`config.mk`:
```
export PLATFORM = sky130hd
export DESIGN_NAME = clock_step_controller
export DESIGN_NICKNAME = d
export VERILOG_FILES = /design/src/rtl/clock_step_controller.sv
export SDC_FILE = /design/constraint.sdc
export NUM_CORES = 1
export LEC_CHECK = 0
export BUFFER_PORTS_ARGS = -buffer_cell sky130_fd_sc_hd__buf_2
export CAP_MARGIN = 20
export CORE_ASPECT_RATIO = 0.5
export CORE_MARGIN = 5
export CORE_UTILIZATION = 60
export DETAILED_ROUTE_END_ITERATION = 8
export HOLD_SLACK_MARGIN = 0.03
export PLACE_DENSITY = 0.81
export SETUP_SLACK_MARGIN = 0.02
export SLEW_MARGIN = 0
export SYNTH_ARGS = -nofsm -noshare
export SYNTH_HDL_FRONTEND = slang
export SYNTH_SLANG_ARGS = --single-unit
export TNS_END_PERCENT = 50
```
`constraint.sdc`:
```
create_clock -name CLK_IN -period 3.3 [get_ports CLK_IN]
set_input_delay 0.66 -clock CLK_IN [delete_from_list [all_inputs] [get_ports CLK_IN]]
set_output_delay 0.66 -clock CLK_IN [all_outputs]
set_load 0.005 [all_outputs]
```
`src/rtl/clock_step_controller.sv`:
```
// clock_step_controller: produces single-cycle CPU clock-enable pulses.
// In free-run mode the pulses follow rising edges of a divided clock. In manual
// mode each debounced press of a pushbutton gives one pulse. A halt request
// suppresses all pulses. Everything is clocked by CLK_IN, and the divided clock
// and the button are handled as asynchronous data.
module clock_step_controller #(
    parameter int DEBOUNCE_CYCLES = 50000,
    parameter int CNT_W           = 16
) (
    input  logic             CLK_IN,
    input  logic             RESET,
    input  logic             SLOW_CLK_IN,
    input  logic             STEP_BTN,
    input  logic             MODE_RUN,
    input  logic             HALT,
    output logic             CPU_EN,
    output logic [CNT_W-1:0] STEP_COUNT,
    output logic [1:0]       STATE
);

    localparam logic [1:0] MANUAL = 2'b00;
    localparam logic [1:0] RUN    = 2'b01;
    localparam logic [1:0] HALTED = 2'b10;

    localparam logic [CNT_W-1:0] DEB_LAST = CNT_W'(DEBOUNCE_CYCLES - 1);

    logic             slow_meta;
    logic             slow_sync;
    logic             slow_prev;
    logic             slow_seen_low;
    logic             btn_meta;
    logic             btn_sync;
    logic [1:0]       settle;
    logic [CNT_W-1:0] deb_cnt;
    logic             btn_stable;
    logic             btn_armed;
    logic [1:0]       state;
    logic [1:0]       next_state;
    logic             slow_rise;
    logic             deb_fire;
    logic             step_req;
    logic             pulse;

    // Two-flop synchronizers for both asynchronous inputs. The settle shift
    // register marks when the synchronizer outputs hold real samples again
    // after a reset.
    always_ff @(posedge CLK_IN) begin
        if (RESET) begin
            slow_meta <= 1'b0;
            slow_sync <= 1'b0;
            btn_meta  <= 1'b0;
            btn_sync  <= 1'b0;
            settle    <= 2'b00;
        end else begin
            slow_meta <= SLOW_CLK_IN;
            slow_sync <= slow_meta;
            btn_meta  <= STEP_BTN;
            btn_sync  <= btn_meta;
            settle    <= {settle[0], 1'b1};
        end
    end

    // Rising-edge register for the slow clock. Edges are honoured only after a
    // genuine low level has been seen following reset. This way a slow clock
    // that is high across a reset cannot show up as a fresh edge.
    always_ff @(posedge CLK_IN) begin
        if (RESET) begin
            slow_prev     <= 1'b0;
            slow_seen_low <= 1'b0;
        end else begin
            slow_prev <= slow_sync;
            if (settle[1] && !slow_sync) begin
                slow_seen_low <= 1'b1;
            end
        end
    end

    assign slow_rise = slow_sync & ~slow_prev & slow_seen_low;

    assign deb_fire = (btn_sync != btn_stable) && (deb_cnt == DEB_LAST);
    assign step_req = deb_fire & btn_sync & btn_armed;

    // Button debounce. The stable level moves only after a full run of
    // disagreeing samples. The arm flag needs a real released level, so a
    // button held through reset must be released before it can step.
    always_ff @(posedge CLK_IN) begin
        if (RESET) begin
            deb_cnt    <= '0;
            btn_stable <= 1'b0;
            btn_armed  <= 1'b0;
        end else begin
            if (btn_sync == btn_stable) begin
                deb_cnt <= '0;
            end else if (deb_fire) begin
                deb_cnt    <= '0;
                btn_stable <= btn_sync;
            end else begin
                deb_cnt <= deb_cnt + CNT_W'(1);
            end
            if (btn_stable) begin
                btn_armed <= 1'b0;
            end else if (settle[1] && !btn_sync) begin
                btn_armed <= 1'b1;
            end
        end
    end

    // Next-state logic. Halt dominates, and the unused encoding falls back to
    // manual mode.
    always_comb begin
        next_state = MANUAL;
        case (state)
            MANUAL: begin
                if (HALT)          next_state = HALTED;
                else if (MODE_RUN) next_state = RUN;
                else               next_state = MANUAL;
            end
            RUN: begin
                if (HALT)           next_state = HALTED;
                else if (!MODE_RUN) next_state = MANUAL;
                else                next_state = RUN;
            end
            HALTED: begin
                if (!HALT && !MODE_RUN) next_state = MANUAL;
                else                    next_state = HALTED;
            end
            default: next_state = MANUAL;
        endcase
    end

    // Pulse decision uses the current state. Halt vetoes it, and a pulse just
    // issued blocks a second one in the following cycle.
    always_comb begin
        pulse = 1'b0;
        case (state)
            MANUAL:  pulse = step_req;
            RUN:     pulse = slow_rise;
            default: pulse = 1'b0;
        endcase
        if (HALT || CPU_EN) begin
            pulse = 1'b0;
        end
    end

    // State register, registered enable pulse, and the wrapping step counter
    // that counts each pulse one cycle after it appears.
    always_ff @(posedge CLK_IN) begin
        if (RESET) begin
            state      <= MANUAL;
            CPU_EN     <= 1'b0;
            STEP_COUNT <= '0;
        end else begin
            state      <= next_state;
            CPU_EN     <= pulse;
            STEP_COUNT <= STEP_COUNT + {{(CNT_W-1){1'b0}}, CPU_EN};
        end
    end

    assign STATE = state;

endmodule

```
======== Word level (Yosys, flattened, before mapping) ========
Cells that the tools add are included.
storage, ports and cells
  bits in registers ....................... 45
  latch bits .............................. 0
  bits in writable memories ............... 0
  ROM bits ................................ 0
  input port bits ......................... 6
  output and inout port bits .............. 19
  logic and storage cells ................. 48
  memories kept ........................... 0
operators by class
  $add $sub $neg .......................... 2
  $mul .................................... 0
  divide/modulo/power cells ............... 0
  $lt $le $gt $ge ......................... 0
  equal/unequal tests ..................... 5
  shift-type cells ........................ 0
  muxes and demuxes ....................... 6
  bitwise operators ....................... 6
  reductions and logical operators ........ 15
operator list
  cell                                                                   count
  16-bit by 1-bit adder with 16-bit output                               1
  16-bit by 1-bit adder with 16-bit output, second input constant        1
  16-bit equality test, second input constant                            1
  2-bit OR reduction                                                     3
  1-bit AND                                                              4
  1-bit logical AND                                                      4
  1-bit zero test                                                        4
  2-bit two-way mux                                                      2
  2-bit one-hot mux with 2 select lines                                  1
  3-bit OR reduction                                                     1
  2-bit by 1-bit equality test with 1-bit output, second input constant  1
  2-bit equality test, second input constant                             1
  2-bit zero test                                                        1
  1-bit two-way mux                                                      2
  1-bit inverter                                                         2
  1-bit one-hot mux with 2 select lines                                  1
  2-bit AND reduction                                                    1
  1-bit equality test                                                    1
  1-bit logical OR                                                       1
  1-bit != test                                                          1

======== Depth between registers and ports, before layout ========
  depth after elaboration ................. 5
  gate-level depth with buffers ........... 6
  mapped depth without buffers ............ 6

======== Least setup slack after synthesis ========
OpenSTA, ideal clock, no wires.
  path kind ............................... reg-to-reg
  from .................................... register deb_cnt[13]
  to ...................................... register deb_cnt[9]
  setup time .............................. 0.115 ns
  arrival time ............................ 1.554 ns
  setup slack ............................. 1.632 ns
  cell stages (with the launch flop) ...... 6
  buffers on the path ..................... 1
  period minus slack after synthesis ...... 1.668 ns
  cells stage by stage .................... dfxtp_1 or4b_4 nor4_4 a211o_4 buf_6 nor2_1
between the ends
  word-level cells in the longest chain between the ends .. 3
RTL lines
  element                              RTL line  RTL
  from (decl)                          34        logic [CNT_W-1:0] deb_cnt;
  from (signal assigned)               98        deb_cnt <= deb_cnt + CNT_W'(1);
  16-bit equality test                 80        assign deb_fire = (btn_sync != btn_stable) && (deb_cnt == DEB_LAST);
  1-bit logical AND                    80
  3-bit OR reduction (no source line)  -
Every way passes these cells.
A chain may end at the register's enable or synchronous reset.

======== Final worst setup path ========
  from .................................... register CPU_EN
  to ...................................... register STEP_COUNT[15]
between the ends
  word-level cells in the longest chain between the ends .. 1
RTL lines
  element                                   RTL line  RTL
  from (decl)                               16        output logic CPU_EN,
  from (signal assigned)                    154       CPU_EN <= pulse;
  16-bit by 1-bit adder with 16-bit output  155       STEP_COUNT <= STEP_COUNT + {{(CNT_W-1){1'b0}}, CPU_EN};
  to (signal assigned)                      155
  to (decl)                                 17        output logic [CNT_W-1:0] STEP_COUNT,
Every way passes these cells.

==> qor.yml <==
gr-total-overflow: 0
worst_setup_path_end_kind: "flip-flop"
cts_resized: 0
slew_viol_final: 0
final_cell_mix: "dfxtp_1 (45), nor2_1 (32), buf_2 (24)"
ctsHoldBuffers: 0
pwr-share-clk_pct: 38.7
tightest_slew_ns: 0.526
crit_path_cell_trace: "ha_1, nand4_1, or2_1, or4_1, a21oi_1"
hp-class: "flip-flop to flip-flop"
grt_pass1_wl_um: 5550
worst_clock_skew_ns: 0.00552
critPathLaunchType: "flip-flop"
fin_setup_tns_ns: 0
hpwl_um: 2210
rsz0062_at_grt: "no"
worst_ep_required_time_ns: 3.52
port_buffers: 24
antenna_found_initial: 0
final_common_cell: "dfxtp_1"
async_reset_ff_share_pct: 0
ir_worst_vdd_v: 0.000274
initial_core_util_pct: 61.8
ant_nets: 0
intPower_uw: 747
switchingPower_uw: 190
startpoint: "CPU_EN$_SDFF_PP0_"
drt_pass1_iterations: 4
yosys_warnings: 0
finalSetupViolCount: 0
p_seq_share_pct: 59.1
wire_per_inst_um: 12.1
relSlewSlack_pct: 65.0
grt_max_degree: 31
vias: 1414
h-tree-depth: 2
synth_fp_nets: 207
placed_area_sq_mm: 0.00198
pin_count: 25
netlist_area_sq_mm: 0.00183
clkTransAtPathRegs_ns: 0.08
timing.hold.ws_ns: 0.436
cts_max_path_buffers: 2
layout-drive-gt1-share_pct: 16.4
grt_use_total_pct: 16.0
cp_data_arrival_time_ns: 1.99
die_h_um: 49.0
synth-seq-area-share_pct: 49.2
core_sq_mm: 0.00296
status: "finished clean"
dieArea_sq_mm: 0.00432
fin_crit_ns: 1.77
worstPathMaxFanout: 5
crit_slowest_cell: "or4_1"
fmax_mhz: 566
wirelength_um: 3230
synth_edf_count: 0
yosysTopAreaCellShare_pct: 49.2
diodes: 0
synth.distinct_cells: 33
p_leak_uw: 0.000760
drc: 0
cts_sinks: 45
cts_tree: "built"
syn2layout_area_growth_pct: 13.6
die_width_um: 88.1
grt_pass1_vias: 1299
reg2reg_from: "CPU_EN$_SDFF_PP0_"
ys.flop_type: "dfxtp_1"
synth_top_area_cell: "dfxtp_1"
synth-seq-cells: 45
power_density_mw_per_mm2: 451
switching_share_pct: 20.2
fin_area_sq_mm: 0.00208
maxCapViolations: 0
crit_type: "flip-flop to flip-flop"
synthCells: 198
period_share_pct: 53.5
layout.nets: 234
cp_slowest_stage_delay_ns: 0.48
cts_setup_buffers: 0
comb_power_share_pct: 2.2
syn_avg_cell_area_sq_um: 9.24
row_count: 14
hold_start: "settle[0]$_DFF_P_"
synth.area.top_cells: "dfxtp_1 (49%), xnor2_1 (9.6%), nor2_1 (6.6%)"
clkLatencyLatePin_ns: 0.29
gp_congestion: 0.812
cts_root_buf: "clkbuf_8"
fillers: 233
drt_iter0_markers: 50
hold_viol: 0
cts_made_buffers: 5
viasPerCell: 5.32
area by class of cell:
| class | instances | area [sq um] | share of cell area (%) |
|---|---|---|---|
| inverters | 10 | 37.5 | 1.81 |
| repair buffers | 24 | 120 | 5.78 |
| well taps | 40 | 50.0 | 2.41 |
| multi-input cells | 139 | 868 | 41.8 |
| clock buffers | 7 | 96.3 | 4.64 |
| flip-flops and latches | 45 | 901 | 43.3 |
| clock inverters | 1 | 5.00 | 0.241 |
critical path: cells and delay by family (launching register included):
family	cells	cell delay, ns
AND/OR/NAND/NOR	3	1.00
flip-flops	1	0.36
adder cells (fa/ha/maj)	1	0.20
AO/OA/AOI/OAI	1	0.14
layer usage:
metal | vias to the layer above | track usage [%] | wire (um)
met3 | 5 | 5.40 | 192
met4 | 0 | 5.03 | 17
li1 | 725 | - | -
met1 | 656 | 20.1 | 1500
met2 | 28 | 25.9 | 1520
met5 | - | 0 | 0
final timing paths:
| check | end | slack, ns | depth (start not counted) |
|---|---|---|---|
| setup / recovery | STEP_COUNT[15]$_SDFF_PP0_ | 1.53 | 5 |
| hold / removal | settle[1]$_SDFF_PP0_ | 0.44 | 1 |
| setup reg to reg | STEP_COUNT[15]$_SDFF_PP0_ | 1.53 | 5 |
| hold reg to reg | settle[1]$_SDFF_PP0_ | 0.44 | 1 |
synthesized netlist by cell type (all sizes together), types with 2 or more instances:
cell type   n
and3        2
nor3        8
nand4       4
inv        10
nand3      12
nor4        8
nor4b       2
nor2b       8
nor2       32
a21oi       8
xor2        5
or2         2
or4         2
ha          3
clkbuf      2
or3         3
buf         2
xnor2      20
dfxtp      45
o21ai       2
nand2       9
registers in the layout (all words and copies together), names as in the netlist:
name / count
CPU_EN: 1
STATE: 2
btn_meta: 1
deb_cnt: 16
btn_armed: 1
STEP_COUNT: 16
btn_stable: 1
slow_seen_low: 1
slow_prev: 1
settle: 2
slow_sync: 1
slow_meta: 1
btn_sync: 1
cells by family (layout without fill, tap and decap cells):
group | count (synthesis) | after routing | share of synthesized area, %
mux | 1 | 1 | 0.616
xor+xnor | 25 | 25 | 12.0
flops | 45 | 45 | 49.2
simple gates | 96 | 96 | 27.8
fa+ha+maj | 3 | 3 | 2.05
compound gates | 14 | 14 | 5.06
buf+inv | 14 | 42 | 3.28
power groups by stage:
stage                     Combinational, uW  Sequential (uW)  Clock (uW)
final                                  20.6              554         363
after CTS                              20.9              554         372
after global placement                 20.1              566           0
after detailed placement               20.8              566           0
after floorplan                        14.4              566           0
after global routing                   23.5              555         396
stage by stage:
| stage | total power, uW | instances | util (%) | setup WS, ns |
|---|---|---|---|---|
| after floorplan | 580 | 198 | - | 1.63 |
| after global placement | 586 | 258 | 66.8 | 1.59 |
| after global routing | 975 | 266 | 70.2 | 1.39 |
| after CTS | 947 | 266 | 70.2 | 1.54 |
| final | 937 | 266 | 70.2 | 1.53 |
| after detailed placement | 587 | 258 | 66.8 | 1.56 |
Note: power is estimated with default switching activity, not from simulation.
